===== src/rtl/eqt_pkg.sv =====
// Shared types and default widths for the equivalent-time sampler.
package eqt_pkg;

   localparam int EQT_T_CNT_W = 32;
   localparam int EQT_AVG_W   = 16;

   typedef enum logic [2:0] {
      ST_IDLE     = 3'd0,
      ST_ARM      = 3'd1,
      ST_WAIT_DLY = 3'd2,
      ST_SAMPLE   = 3'd3,
      ST_EMIT     = 3'd4,
      ST_DONE     = 3'd5
   } eqt_state_e;

endpackage


===== src/rtl/eqt_dly_cnt.sv =====
// Strobe-referenced counter: load a start value, count up, flag equality
// with a compare value. Used for the sample delay and for the watchdog.
module eqt_dly_cnt #(
   parameter int W = 32
) (
   input  logic         clk_i,
   input  logic         arst_ni,
   input  logic         load_i,
   input  logic [W-1:0] load_val_i,
   input  logic         inc_i,
   input  logic [W-1:0] cmp_i,
   output logic         eq_o
);

   logic [W-1:0] cnt_q, cnt_d;

   always_comb begin
      cnt_d = cnt_q;
      if (load_i) begin
         cnt_d = load_val_i;
      end else if (inc_i) begin
         cnt_d = cnt_q + W'(1);
      end
   end

   always_ff @(posedge clk_i or negedge arst_ni) begin
      if (!arst_ni) begin
         cnt_q <= '0;
      end else begin
         cnt_q <= cnt_d;
      end
   end

   assign eq_o = (cnt_q == cmp_i);

endmodule


===== src/rtl/eqt_sampler.sv =====
// Equivalent-time sampler: sweeps a sample delay across the strobe period and
// streams one hit count per delay point. Optional watchdog: EQT_TIMEOUT_EN.
module eqt_sampler
   import eqt_pkg::*;
#(
   parameter int T_CNT_WIDTH = EQT_T_CNT_W,
   parameter int AVG_WIDTH   = EQT_AVG_W
) (
   input  logic                   clk_i,
   input  logic                   arst_ni,
   input  logic                   start_i,
   input  logic                   abort_i,
   input  logic                   stb_i,
   input  logic                   period_vld_i,
   input  logic [T_CNT_WIDTH-1:0] stb_period_i,
   input  logic                   sig_i,
   input  logic [T_CNT_WIDTH-1:0] step_i,
   input  logic [AVG_WIDTH-1:0]   n_avg_i,
   output logic                   pt_vld_o,
   input  logic                   pt_rdy_i,
   output logic [T_CNT_WIDTH-1:0] pt_delay_o,
   output logic [AVG_WIDTH-1:0]   pt_hits_o,
   output logic                   busy_o,
   output logic                   done_o,
   output logic                   err_o,
   output eqt_state_e             dbg_state_o
);

   // Point handshake: a point transfers on a cycle where pt_vld_o and
   // pt_rdy_i are both high; pt_vld_o, pt_delay_o and pt_hits_o hold until then.

   eqt_state_e             state_q, state_d;
   logic [T_CNT_WIDTH-1:0] period_q, period_d;
   logic [T_CNT_WIDTH-1:0] step_q, step_d;
   logic [T_CNT_WIDTH-1:0] delay_q, delay_d;
   logic [AVG_WIDTH-1:0]   navg_q, navg_d;
   logic [AVG_WIDTH-1:0]   hits_q, hits_d;
   logic [AVG_WIDTH-1:0]   nsamp_q, nsamp_d;
   logic                   err_q, err_d;
   logic                   pt_vld_q, busy_q, done_q;

   logic [T_CNT_WIDTH:0]   delay_sum;
   logic [AVG_WIDTH-1:0]   hits_inc;
   logic                   dly_eq;
   logic                   take_sample;
   logic                   wd_to;

   eqt_dly_cnt #(.W(T_CNT_WIDTH)) u_dly_cnt (
      .clk_i      (clk_i),
      .arst_ni    (arst_ni),
      .load_i     (stb_i && (state_q == ST_ARM || state_q == ST_WAIT_DLY)),
      .load_val_i (T_CNT_WIDTH'(1)),
      .inc_i      (state_q == ST_WAIT_DLY),
      .cmp_i      (delay_q),
      .eq_o       (dly_eq)
   );

`ifdef EQT_TIMEOUT_EN
   logic wd_run, wd_eq;
   assign wd_run = (state_q == ST_ARM) || (state_q == ST_WAIT_DLY);

   // Held at zero outside ARM/WAIT_DLY and on every strobe.
   eqt_dly_cnt #(.W(T_CNT_WIDTH+1)) u_wd_cnt (
      .clk_i      (clk_i),
      .arst_ni    (arst_ni),
      .load_i     (stb_i || !wd_run),
      .load_val_i ('0),
      .inc_i      (wd_run),
      .cmp_i      ({period_q, 1'b0}),
      .eq_o       (wd_eq)
   );
   assign wd_to = wd_run && wd_eq && !stb_i;
`else
   assign wd_to = 1'b0;
`endif

   // Delay 0 samples on the strobe cycle; an early strobe in WAIT_DLY wins
   // over a coincident compare and restarts the count.
   assign take_sample = (state_q == ST_ARM && stb_i && delay_q == '0) ||
                        (state_q == ST_WAIT_DLY && !stb_i && dly_eq);

   assign delay_sum = {1'b0, delay_q} + {1'b0, step_q};
   assign hits_inc  = (&hits_q) ? hits_q : hits_q + {{(AVG_WIDTH-1){1'b0}}, sig_i};

   always_comb begin
      state_d  = state_q;
      period_d = period_q;
      step_d   = step_q;
      navg_d   = navg_q;
      delay_d  = delay_q;
      hits_d   = hits_q;
      nsamp_d  = nsamp_q;
      err_d    = err_q;
      if (abort_i) begin
         state_d = ST_IDLE;
      end else begin
         unique case (state_q)
            ST_IDLE: begin
               if (start_i) begin
                  if (!period_vld_i || stb_period_i < T_CNT_WIDTH'(2)) begin
                     err_d = 1'b1;
                  end else begin
                     err_d    = 1'b0;
                     period_d = stb_period_i;
                     step_d   = (step_i == '0) ? T_CNT_WIDTH'(1) : step_i;
                     navg_d   = (n_avg_i == '0) ? AVG_WIDTH'(1) : n_avg_i;
                     delay_d  = '0;
                     hits_d   = '0;
                     nsamp_d  = '0;
                     state_d  = ST_ARM;
                  end
               end
            end
            ST_ARM, ST_WAIT_DLY: begin
               if (wd_to) begin
                  err_d   = 1'b1;
                  state_d = ST_IDLE;
               end else if (take_sample) begin
                  hits_d  = hits_inc;
                  nsamp_d = nsamp_q + AVG_WIDTH'(1);
                  state_d = ST_SAMPLE;
               end else if (state_q == ST_ARM && stb_i) begin
                  state_d = ST_WAIT_DLY;
               end
            end
            ST_SAMPLE: begin
               state_d = (nsamp_q >= navg_q) ? ST_EMIT : ST_ARM;
            end
            ST_EMIT: begin
               if (pt_rdy_i) begin
                  delay_d = delay_sum[T_CNT_WIDTH-1:0];
                  hits_d  = '0;
                  nsamp_d = '0;
                  state_d = (delay_sum < {1'b0, period_q}) ? ST_ARM : ST_DONE;
               end
            end
            ST_DONE: begin
               state_d = ST_IDLE;
            end
            default: begin
               state_d = ST_IDLE;
            end
         endcase
      end
   end

   always_ff @(posedge clk_i or negedge arst_ni) begin
      if (!arst_ni) begin
         state_q  <= ST_IDLE;
         period_q <= '0;
         step_q   <= '0;
         navg_q   <= '0;
         delay_q  <= '0;
         hits_q   <= '0;
         nsamp_q  <= '0;
         err_q    <= 1'b0;
         pt_vld_q <= 1'b0;
         busy_q   <= 1'b0;
         done_q   <= 1'b0;
      end else begin
         state_q  <= state_d;
         period_q <= period_d;
         step_q   <= step_d;
         navg_q   <= navg_d;
         delay_q  <= delay_d;
         hits_q   <= hits_d;
         nsamp_q  <= nsamp_d;
         err_q    <= err_d;
         pt_vld_q <= (state_d == ST_EMIT);
         busy_q   <= (state_d != ST_IDLE);
         // DONE always hands over to IDLE, so done_o lands as busy_o drops.
         done_q   <= (state_q == ST_DONE) && !abort_i;
      end
   end

   assign pt_vld_o    = pt_vld_q;
   assign pt_delay_o  = delay_q;
   assign pt_hits_o   = hits_q;
   assign busy_o      = busy_q;
   assign done_o      = done_q;
   assign err_o       = err_q;
   assign dbg_state_o = state_q;

endmodule


===== config.mk =====
export PLATFORM = sky130hd
export DESIGN_NAME = eqt_sampler
export DESIGN_NICKNAME = d
export VERILOG_FILES = /design/src/rtl/eqt_pkg.sv /design/src/rtl/eqt_dly_cnt.sv /design/src/rtl/eqt_sampler.sv
export SDC_FILE = /design/constraint.sdc
export NUM_CORES = 1
export LEC_CHECK = 0
export ABC_AREA = 1
export BUFFER_PORTS_ARGS = -buffer_cell sky130_fd_sc_hd__buf_2
export CAP_MARGIN = 25
export CELL_PAD_IN_SITES_DETAIL_PLACEMENT = 0
export CELL_PAD_IN_SITES_GLOBAL_PLACEMENT = 1
export CORE_MARGIN = 1
export CORE_UTILIZATION = 30
export CTS_CLUSTER_DIAMETER = 50
export DETAILED_ROUTE_END_ITERATION = 6
export GPL_TIMING_DRIVEN = 0
export PLACE_DENSITY = 0.68
export SYNTH_ARGS = -nofsm -noshare
export SYNTH_HDL_FRONTEND = slang
export SYNTH_SLANG_ARGS = --single-unit

===== constraint.sdc =====
create_clock -name clk_i -period 4.5 [get_ports clk_i]
set_clock_uncertainty 0.1 [all_clocks]
set_input_delay 0.45 -clock clk_i [delete_from_list [all_inputs] [get_ports clk_i]]
set_output_delay 0.45 -clock clk_i [all_outputs]
set_load 0.01 [all_outputs]

=== Word-level counts from Yosys, hierarchy flattened ===
Cells that the tools add are included.

* Flip-flop bits (word level): 183
* ROM bits: 0
* Memories: 0
* Latch bits: 0
* Output and inout port bits: 55
* Input port bits: 88
* Memory bits (writable): 0
* Logic and storage cells: 86

* Muxes and demuxes: 26
* Bitwise logic cells: 2
* Shifts and indexed selects: 0
* Multiply operators: 0
* Divide/modulo/power cells: 0
* Reduce and logical (&&, ||, !) cells: 27
* Add/sub/neg operators: 4
* Eq/ne operators: 12
* Order comparisons: 3

{| class="wikitable"
|+ Operators with widths
! kind !! number
|-
| $mux W32 || 6
|-
| $mux W16 || 7
|-
| $pmux W16 S3 || 2
|-
| $logic_not A32 Y1 || 2
|-
| $pmux W32 S2 || 1
|-
| $add A32 B32 Y33 || 1
|-
| $lt A33 B32 Y1 || 1
|-
| $add A32 B1 Y32 const B || 1
|-
| $eq A32 B32 Y1 || 1
|-
| $lt A32 B2 Y1 const B || 1
|-
| $mux W3 || 8
|-
| $add A16 B1 Y16 || 1
|-
| $add A16 B1 Y16 const B || 1
|-
| $ge A16 B16 Y1 || 1
|-
| $logic_not A16 Y1 || 1
|-
| $reduce_and A16 Y1 || 1
|-
| $pmux W3 S4 || 1
|-
| $ne A2 B2 Y1 const B || 5
|-
| $eq A3 B3 Y1 const B || 3
|-
| $reduce_and A7 Y1 || 1
|-
| $eq A3 B2 Y1 const B || 2
|-
| $logic_and A1 B1 Y1 || 6
|-
| $reduce_and A6 Y1 || 1
|-
| $reduce_bool A3 Y1 || 2
|-
| 11 further kinds || 17
|}

=== Logic depth before layout (Yosys ltp) ===
Gate-level depths: netlist of run 1.

* Depth in word-level cells: 8
* Mapped depth: 26
* Depth with buffers taken out: 26

=== Modules after synthesis ===
A second synthesis of run 1 with hierarchy kept.

* Cells, all modules: 1,639
* Area total of the unflattened synthesis: 12,376.9 µm²

{| class="wikitable"
|+ Modules (own cells, without submodules)
! module !! area an instance (µm²) !! instances !! sequential area each (µm²) !! cells an instance
|-
| eqt_sampler || 9,715.6 || 1 || 3,778.6 || 1,241
|-
| eqt_dly_cnt || 2,661.3 || 1 || 800.8 || 398
|}

=== Worst setup path after synthesis of run 1 ===
OpenSTA, ideal clock, no wires.

* Path type: register to register
* From: register delay_q[0], in the netlist pt_delay_o[0]
* To: register busy_q, in the netlist busy_o
* Path buffers: 0
* Slack: 1,216 ps
* Clock period less this slack: 3,284 ps
* Arrival: 3,061 ps
* Library setup time: 123 ps
* Stages on the path, launching flop included: 23
* Data required time: 4,277 ps
* Path through: dfrtp_1 -> ha_1 -> inv_1 -> fa_1 -> o21ai_0 -> a21o_1 -> a21oi_1 -> o21ai_0 -> xor2_1 -> inv_1 -> ha_1 -> a21oi_1 -> o21ai_0 -> a31oi_1 -> nand2_1 -> nand2_1 -> nand2_1 -> nand2_1 -> nand2_1 -> nand2_1 -> nand2_1 -> nand2_1 -> nand2_1

* Longest elaborated chain between the ends: 7
* Elaborated cells on any way between the ends: 13
* Classes of those cells: add/sub: 1; order compare: 1; eq/ne: 1; mux: 5; reduce/logical: 5

{| class="wikitable"
|+ RTL lines
! what !! RTL line !! text
|-
| start: declaration || eqt_sampler.sv:35 || <nowiki>logic [T_CNT_WIDTH-1:0] delay_q, delay_d;</nowiki>
|-
| start signal: assignment || eqt_sampler.sv:165 || <nowiki>delay_q <= delay_d;</nowiki>
|-
| $add A32 B32 Y33 (tied with other cells) || eqt_sampler.sv:82 || <nowiki>assign delay_sum = {1'b0, delay_q} + {1'b0, step_q};</nowiki>
|-
| $lt A33 B32 Y1 (tied with other cells) || eqt_sampler.sv:134 || <nowiki>state_d = (delay_sum < {1'b0, period_q}) ? ST_ARM : ST_DONE;</nowiki>
|-
| $mux W3 or $logic_or A1 B1 Y1 (tied branches) || eqt_sampler.sv:134, eqt_sampler.sv:79 ||
|-
| $mux W3 (on tied branches) || eqt_sampler.sv:130, eqt_sampler.sv:118 ||
|-
| $pmux W3 S4 * || eqt_sampler.sv:97 || <nowiki>unique case (state_q)</nowiki>
|-
| $mux W3 * || eqt_sampler.sv:94 || <nowiki>if (abort_i) begin</nowiki>
|-
| $reduce_bool A3 Y1 * || eqt_sampler.sv:170 || <nowiki>busy_q <= (state_d != ST_IDLE);</nowiki>
|-
| end signal: assignment || eqt_sampler.sv:170 ||
|-
| end: declaration || eqt_sampler.sv:40 || <nowiki>logic pt_vld_q, busy_q, done_q;</nowiki>
|}

Mark *: on every way between the ends. The rest lies on a longest branch, timed or not.
A chain may end at the register's enable or synchronous reset.

=== Worst setup path in the final report of run 1 ===
* From: register delay_q[1], in the netlist pt_delay_o[1]
* To: register busy_q, in the netlist busy_o

Same word-level chain as after synthesis.

==> summary.md, run 1 <==
| Metric | Value |
|---|---|
| Clk pin slew, worst setup/hold paths | `about 80 ps` |
| Worst path required time | `~4700 ps` |
| CP dominant cell by count | `nand2_1` |
| Share of cells above drive strength 1 | `approximately 14%` |
| Final period util | `approximately nine tenths` |
| H-tree Lvls | `4` |
| CTS Buffer Depth | `2` |
| Slowest stage delay, CP | `510 ps` |
| CP Max Fanout | `5` |
| Reg area | `4579 sq um` |
| Critical path startpoint | `pt_delay_o[1]` |
| Crit Path Category | `reg2reg` |
| Cells after synthesis | `approximately 1600` |
| Area of the multi-input gates | `6291 sq um` |
| Worst VDD drop | `around 0.3 mV` |
| Synthesized area | `between 10000 and 15000 sq um` |
| Synth cell types | `49` |
| Routed wire length per instance | `approximately 17 um` |
| Final setup vio count | `0` |
| Final TNS setup | `0 ps` |
| Tmin final | `approximately 4000 ps` |
| DR WL met2 | `16930 um` |
| FF-to-FF path depth | `21` |
| CTS Buf Count | `17` |
| Clock root buffer | `clkbuf_16` |
| Yosys top cell by area | `dfrtp_1` |
| # port buffers | `between 100 and 150` |
| Crit path cell chain | `inv_1, fa_1, o21ai_2, a21o_1, nand2_1, nand2_1, nand2_1, nand2_1, a21oi_1, xnor2_1, ha_1, inv_1, nor3_1, a211oi_1, nand2_1, nand2_1, nand2_1, nand2_1, nand2_1, nand2_1, nand2_1` |
| Synth Net Count | `roughly 1700` |
| WL met1 | `around 19000 um` |
| Final Slew Violations | `0` |
| Total number of yosys warnings | `0` |
| Met3 WL post-DR | `1669 um` |
| Fillers | `around 4200` |
| Pin count of the biggest net entering global routing | `around 110` |
| Worst Max-Slew Pin Slew | `between 800 and 900 ps` |
| Slowest CP cell | `dfrtp_1` |
| RSZ-0062 raised after global routing | `false` |
| Syn avg cell area | `between 7 and 8 sq um` |
| Worst Path Arrival | `about 4300 ps` |
| Vias in the first global route | `10850` |
| Top post-synthesis cells by area | `dfrtp_1 (39%), nand2_1 (11%), ha_1 (8.8%)` |
| Worst-Skew Late Latency | `about 460 ps` |
| DR pass1 iterations | `5` |
| Power density over the cells | `332.5 nW/um^2` |
| Grt total ovfl | `0` |
| Placer congestion estimate | `between 0.8 and 0.9` |
| Async SR Flop Fraction | `100.0%` |
| Global-route wire length before repair | `~61000 um` |
| Final Non-Filler Cells | `2263` |
| Detail Placement HPWL | `30930 um` |
| All-layer global routing usage | `19.67%` |
| Initial antenna violation count | `0` |
| Top Metal Used | `met4` |
| DR vias/cell | `about 4.8` |
| R2r setup slk | `~420 ps` |
| Total routed wirelength | `just under 40000 um` |
| Max Clk Rate | `245.0 MHz` |
| Leak Pwr | `0.006840 uW` |
| Die area | `40350 sq um` |
| Chip Height | `approximately 200 um` |
| FP Rows | `between 70 and 80` |
| Reg2Reg Capture Point | `busy_o` |
| Top cell type's share of synthesized area | `between 30 and 40%` |
| CTS tree | `yes` |
| Post-synth EDFFs | `0` |
| Initial Util | `a little under a third` |
| DR vias | `roughly 11000` |
| Startpoint Class | `flop` |
| Clock sink total | `roughly 180` |
| Total power | `~4600 uW` |
| Core area | `38830 sq um` |
| ANT nets after route | `0` |
| Outcome | `complete, no violations` |
| Max transition margin | `a little over two fifths` |
| DRC | `0` |
| Commonest cells post-synth | `nand2_1 (358), inv_1 (225), dfrtp_1 (183)` |
| Die width | `200.9 um` |
| Layout area overhead | `17.17%` |
| Detailed Route Iter0 Violations | `714` |
| CP Capture Point | `busy_o` |
| Inst Count DP | `2229` |
| R2R Path Start | `pt_delay_o[1]` |
| Setup crit end kind | `flop` |
| Nets | `1903` |
| Synth Register Bits | `about 180` |
| Seq/Total Area, Yosys | `38.59%` |
| Primary FF master, synth | `dfrtp_1` |
| MaxCap Viol Count | `0` |
| Hold crit path type | `in2reg` |
| Hold Fails Final Rpt | `0` |
| Most common cell in the netlist | `nand2_1` |
| I/O pins | `approximately 140` |
## per-stage QoR
stage / setup WS, ps / area (sq um) / util (%) / hold slack [ps]
detailed placement: 105.6 / 13260 / 34.16 / 366.4
global placement: -333.0 / 13230 / 34.06 / 367.1
global route: 79.52 / 13900 / 35.80 / 131.9
floorplan: 1216 / 11870 / - / 54.41
CTS: 85.59 / 13860 / 35.70 / 108.1
finish: 417.7 / 13900 / 35.81 / 121.3
## what timing repair did
action	4_1_cts	5_1_grt
hold buffers	1	0
setup buffers	0	0
endpoints found under the setup margin	0	3
endpoints found under the hold margin	3	0
gates resized for setup	0	8
## routing by layer
metal | vias to the layer above | track usage, %
li1 | 5518 | -
met1 | 5176 | 28.38
met2 | 233 | 30.51
met3 | 40 | 3.133
met4 | 0 | 4.744
met5 | - | 0
## cell type report
cell class,instances,area share [%]
Timing Repair Buffer,144,5.454
Buffer,30,1.161
Clock buffer,19,3.186
Tap cell,518,4.662
Sequential cell,183,32.94
Antenna cell,1,0.01800
Inverter,232,6.300
Multi-Input combinational cell,1123,45.25
Clock inverter,13,1.035
## power breakdown
group	internal (uW)	switching [uW]	leakage, uW	total (uW)
registers	1820	100	0.00242	1920
logic	393	745	0.00413	1140
clock network	841	721	0.000288	1560
## cell usage in the layout (no fill, tap or decap), types with 3 or more instances in the layout
cell type / netlist / layout
nand2_2: 3 / 3
o21ai_2: 16 / 17
o31ai_1: 6 / 6
nand2_1: 358 / 358
clkinv_2: 0 / 3
clkbuf_1: 17 / 18
buf_2: 6 / 147
a22o_1: 3 / 3
xnor2_1: 16 / 16
a221oi_1: 3 / 3
nor3_1: 46 / 46
xor2_2: 0 / 4
clkinv_4: 1 / 4
o21bai_1: 5 / 4
inv_2: 6 / 6
clkbuf_16: 0 / 17
a21o_1: 5 / 5
nand3_1: 53 / 53
or2_2: 12 / 12
buf_6: 5 / 5
inv_1: 225 / 225
nand4_1: 39 / 39
ha_1: 83 / 83
nor2_1: 118 / 118
a31oi_1: 7 / 7
inv_6: 0 / 4
nand3b_1: 3 / 3
nor4_1: 20 / 20
o31ai_2: 3 / 3
nand2_4: 3 / 3
dfrtp_1: 183 / 183
o22ai_1: 13 / 13
o21ai_0: 155 / 154
o211ai_1: 3 / 3
xor2_1: 42 / 38
a21oi_1: 88 / 87
## state kept, by name, indices dropped and copies added (netlist names)
signal and cells:
pt_hits_o 16, period_q 32, step_q 32, done_o 1, busy_o 1, navg_q 16
nsamp_q 16, pt_delay_o 32, dbg_state_o 3, pt_vld_o 1, u_dly_cnt.cnt_q 32, err_o 1
## cells by family after synthesis
group	share of synthesized area, %
compound gates	14.94
buf+inv	8.741
fa+ha+maj	8.920
xor+xnor	4.281
flops	38.59
simple gates	24.53
## worst min path at each step
stage                  endpoint            start  slack (ps)  depth (start not counted)
CTS                  step_q[27]       step_i[27]         110                          3
global placement     step_q[27]       step_q[27]         370                          2
floorplan                busy_o          arst_ni          50                          0
finish               step_q[27]       step_i[27]         120                          3
global route        period_q[7]  stb_period_i[7]         130                          3
detailed placement   step_q[27]       step_q[27]         370                          2
## critical path: cells and delay by family, from the launching register on
family / cells / cell delay, ps
AND/OR/NAND/NOR: 12 / 990
buffers and inverters: 2 / 240
AO/OA/AOI/OAI: 4 / 760
flip-flops: 1 / 510
adder cells (fa/ha/maj): 2 / 860
XOR/XNOR: 1 / 510
No activity file was read; power rests on OpenSTA's default activity.
==> run 2, diff against run 1 <==
--- a/config.mk
+++ b/config.mk
@@ -5,7 +5,6 @@
 export SDC_FILE = /design/constraint.sdc
 export NUM_CORES = 1
 export LEC_CHECK = 0
-export ABC_AREA = 1
 export BUFFER_PORTS_ARGS = -buffer_cell sky130_fd_sc_hd__buf_2
 export CAP_MARGIN = 25
 export CELL_PAD_IN_SITES_DETAIL_PLACEMENT = 0
@@ -15,7 +14,8 @@
 export CTS_CLUSTER_DIAMETER = 50
 export DETAILED_ROUTE_END_ITERATION = 6
 export GPL_TIMING_DRIVEN = 0
-export PLACE_DENSITY = 0.68
+export PLACE_DENSITY = 0.66
+export SETUP_SLACK_MARGIN = 0.4
 export SYNTH_ARGS = -nofsm -noshare
 export SYNTH_HDL_FRONTEND = slang
 export SYNTH_SLANG_ARGS = --single-unit
==> summary.md, run 2 <==
| Metric | Value |
|---|---|
| Outcome | `finished, violations left` |
| Failing checks | `DRC` |
| Die area | `37350 sq um (-7.4%)` |
| Primary FF master, synth | `dfrtp_1` |
| Yosys top cell by area | `dfrtp_1` |
| Total number of yosys warnings | `0 (unchanged)` |
| Synth Net Count | `1267 (-27%)` |
| DRC | `6 (+6)` |
| Final Slew Violations | `0 (unchanged)` |
| Area of the multi-input gates | `6309 sq um (+0.28%)` |
| Placer congestion estimate | `0.8840 (+1.6%)` |
| CP Max Fanout | `5 (unchanged)` |
| Final setup vio count | `0 (unchanged)` |
| Initial antenna violation count | `0 (unchanged)` |
| WL met1 | `16070 um (-18%)` |
| Final period util | `97.91% (+7.2 points)` |
| Cells after synthesis | `1095 (-30%)` |
| Hold Fails Final Rpt | `0 (unchanged)` |
| Dpl ws | `-624.6 ps (-730.2 ps)` |
| Inst Count DP | `1700 (-24%)` |
| Initial Util | `30.71% (+0.15 points)` |
| CTS tree | `yes` |
| Most common cell after layout, fill and taps aside | `dfrtp_1` |
| Most common cell in the netlist | `dfrtp_1` |
| All-layer global routing usage | `17.75% (-1.9 points)` |
| Top Metal Used | `met4` |
| FP Rows | `69 (-4.2%)` |
| Chip Height | `193.3 um (-3.8%)` |
| Nets | `1454 (-24%)` |
| Share of cells above drive strength 1 | `27.10% (+13 points)` |
| Antenna diodes | `0 (-1)` |
| Core area | `35740 sq um (-7.9%)` |
| Die width | `193.3 um (-3.8%)` |
| Fillers | `3649 (-13%)` |
| Vias in the first global route | `8682 (-20%)` |
| Routed wire length per instance | `18.68 um (+9.3%)` |
| DR vias/cell | `5.032 (+3.8%)` |
| Total routed wirelength | `32810 um (-15%)` |
| Most frequent cells in the layout | `dfrtp_1 (169), buf_2 (143), nor2_1 (97), mux2_2 (79), ha_1 (74)` |
| Setup crit end kind | `flop` |
| Power density over the cells | `346.3 nW/um^2 (+4.1%)` |
| Hold slack | `147.0 ps (+25.71 ps)` |
| Syn avg cell area | `10.02 sq um (+32%)` |
| Clock root buffer | `clkbuf_16` |
| Hold crit path type | `in2reg` |
| Clock sink total | `183 (unchanged)` |
| Post-synth EDFFs | `0 (unchanged)` |
| DR WL met2 | `15140 um (-11%)` |
| # port buffers | `142 (unchanged)` |
| DR pass1 iterations | `7 (+2)` |
| Layout area overhead | `21.89%` |
| Commonest cells post-synth | `dfrtp_1 (183), nor2_1 (97), ha_1 (83)` |
| Startpoint Class | `flop` |
| Max Clk Rate | `227.0 MHz (-7.3%)` |
| CTS Buffer Depth | `2 (unchanged)` |
| Leak Pwr | `0.006268 uW (-8.4%)` |
| Worst-Skew Late Latency | `440 ps (-20 ps)` |
| Global-route wire length before repair | `50880 um (-17%)` |
| I/O pins | `143 (unchanged)` |
| Final Non-Filler Cells | `1756 (-22%)` |
| Pin count of the biggest net entering global routing | `111 (+5.7%)` |
| Synthesized area | `10980 sq um (-7.5%)` |
| Async SR Flop Fraction | `100.0% (unchanged)` |
| RSZ-0062 raised after global routing | `true` |
| Met3 WL post-DR | `1138 um (-32%)` |
| Max transition margin | `43.34% (-0.58 points)` |
| Reg area | `4597 sq um (+0.38%)` |
| Synth Register Bits | `183 (unchanged)` |
| Post-route setup slack | `93.91 ps (-323.8 ps)` |
| Design Area, Final | `13380 sq um (-3.8%)` |
| Worst VDD drop | `0.2709 mV (-9.6%)` |
| CTS Buf Count | `17 (unchanged)` |
| Seq/Total Area, Yosys | `41.72% (+3.1 points)` |
| Worst path required time | `4710 ps (-30 ps)` |
| Top post-synthesis cells by area | `dfrtp_1 (42%), ha_1 (9.5%), mux2_2 (8.1%)` |
| Grt total ovfl | `0 (unchanged)` |
| Detail Placement HPWL | `25860 um (-16%)` |
| Tmin final | `4406 ps (+323.8 ps)` |
| Detailed Route Iter0 Violations | `586 (-18%)` |
| Worst Max-Slew Pin Slew | `842.1 ps (+0.9373 ps)` |
| H-tree Lvls | `4 (unchanged)` |
| ANT nets after route | `0 (unchanged)` |
| Top cell type's share of synthesized area | `41.72% (+3.1 points)` |
| DR vias | `8836 (-19%)` |
| Crit Path Category | `reg2reg` |
| Area of placed instances | `12350 sq um (-6.9%)` |
| Worst Path Arrival | `4620 ps (+300 ps)` |
| Clk pin slew, worst setup/hold paths | `70 ps (about the same)` |
| Synth cell types | `66 (+35%)` |
| MaxCap Viol Count | `0 (unchanged)` |
[run 2: cell count changes after synthesis, moves of 15 or more]
cell     change
or3_1       +15
o21ai_2     -16
a22o_1      +26
inv_1      -154
nor3_1      -30
a21oi_1     -36
nand2_1    -299
o21ai_0    -114
a21o_1      +16
mux2_2      +79
nand3_1     -22
nor2_1      -21
xnor2_1     +48
[run 2: repair_timing]
item,in CTS,in global routing
endpoints found under the hold margin,73,0
gates resized for setup,42,15
hold buffers,1,0
setup endpoints to repair,3,3
buffers inserted,15,8
pin swaps,25,16
[run 2: cell type report]
| class | count | area share (%) |
|---|---|---|
| Buffer | 29 | 1.029 |
| Sequential cell | 183 | 34.36 |
| Clock inverter | 11 | 0.7669 |
| Clock buffer | 21 | 3.367 |
| Inverter | 71 | 1.992 |
| Tap cell | 461 | 4.312 |
| Multi-Input combinational cell | 812 | 47.16 |
| Timing Repair Buffer | 168 | 7.015 |
[run 2: cell families after synthesis]
group	count (synthesis)	share of synthesized area, %
xor gates and xnor gates	101	8.060
AOI/OAI and AO/OA	199	12.20
DFF	183	41.72
adders and majority gates	84	9.644
and+or+nand+nor	347	16.40
muxes	81	8.288
buffers and inverters	100	3.682
[run 2: power by group]
group          leakage, uW  internal, uW  switching (uW)
Sequential         0.00236          1850             143
Clock             0.000263           778             674
Combinational      0.00365           563             628
Total              0.00627          3190            1440
[run 2: worst paths after layout]
kind / start / end / cells after the start / slack [ps]
max: pt_delay_o[13] / busy_o / 16 / 90
min: stb_period_i[0] / period_q[0] / 2 / 150
max reg2reg: pt_delay_o[13] / busy_o / 16 / 90
min reg2reg: navg_q[12] / navg_q[12] / 1 / 410
max in group asynchronous: arst_ni / pt_delay_o[9] / 3 / 2820
min in group asynchronous: arst_ni / pt_hits_o[5] / 2 / 450
[run 2: metal layers]
metal	track usage, %	vias up
met4	4.711	0
met5	0	-
met2	28.22	165
met1	24.96	4319
met3	2.859	27
li1	-	4325
[run 2: critical path: stages, from the launching register on]
cell and delay, ps:
dfrtp_2 480, ha_1 380, and4_2 240, a221o_1 370, a31o_4 220, a221o_2 400
a211o_4 370, xor2_2 200, ha_1 280, a21o_1 190, a21oi_2 150, and3_4 200
o221ai_2 90, a21oi_2 180, o21ai_4 100, a22oi_2 220, nand3b_1 100
[run 2: through the flow]
| stage | setup TNS (ps) | util [%] | power (uW) |
|---|---|---|---|
| finish | 0 | 37.43 | 4633 |
| global route | -302.7 | 37.43 | 4921 |
| CTS | 0 | 37.08 | 4651 |
| detailed placement | -1844 | 34.56 | 3120 |
| global placement | -67190 | 34.43 | 3088 |
| floorplan | 0 | - | 2759 |
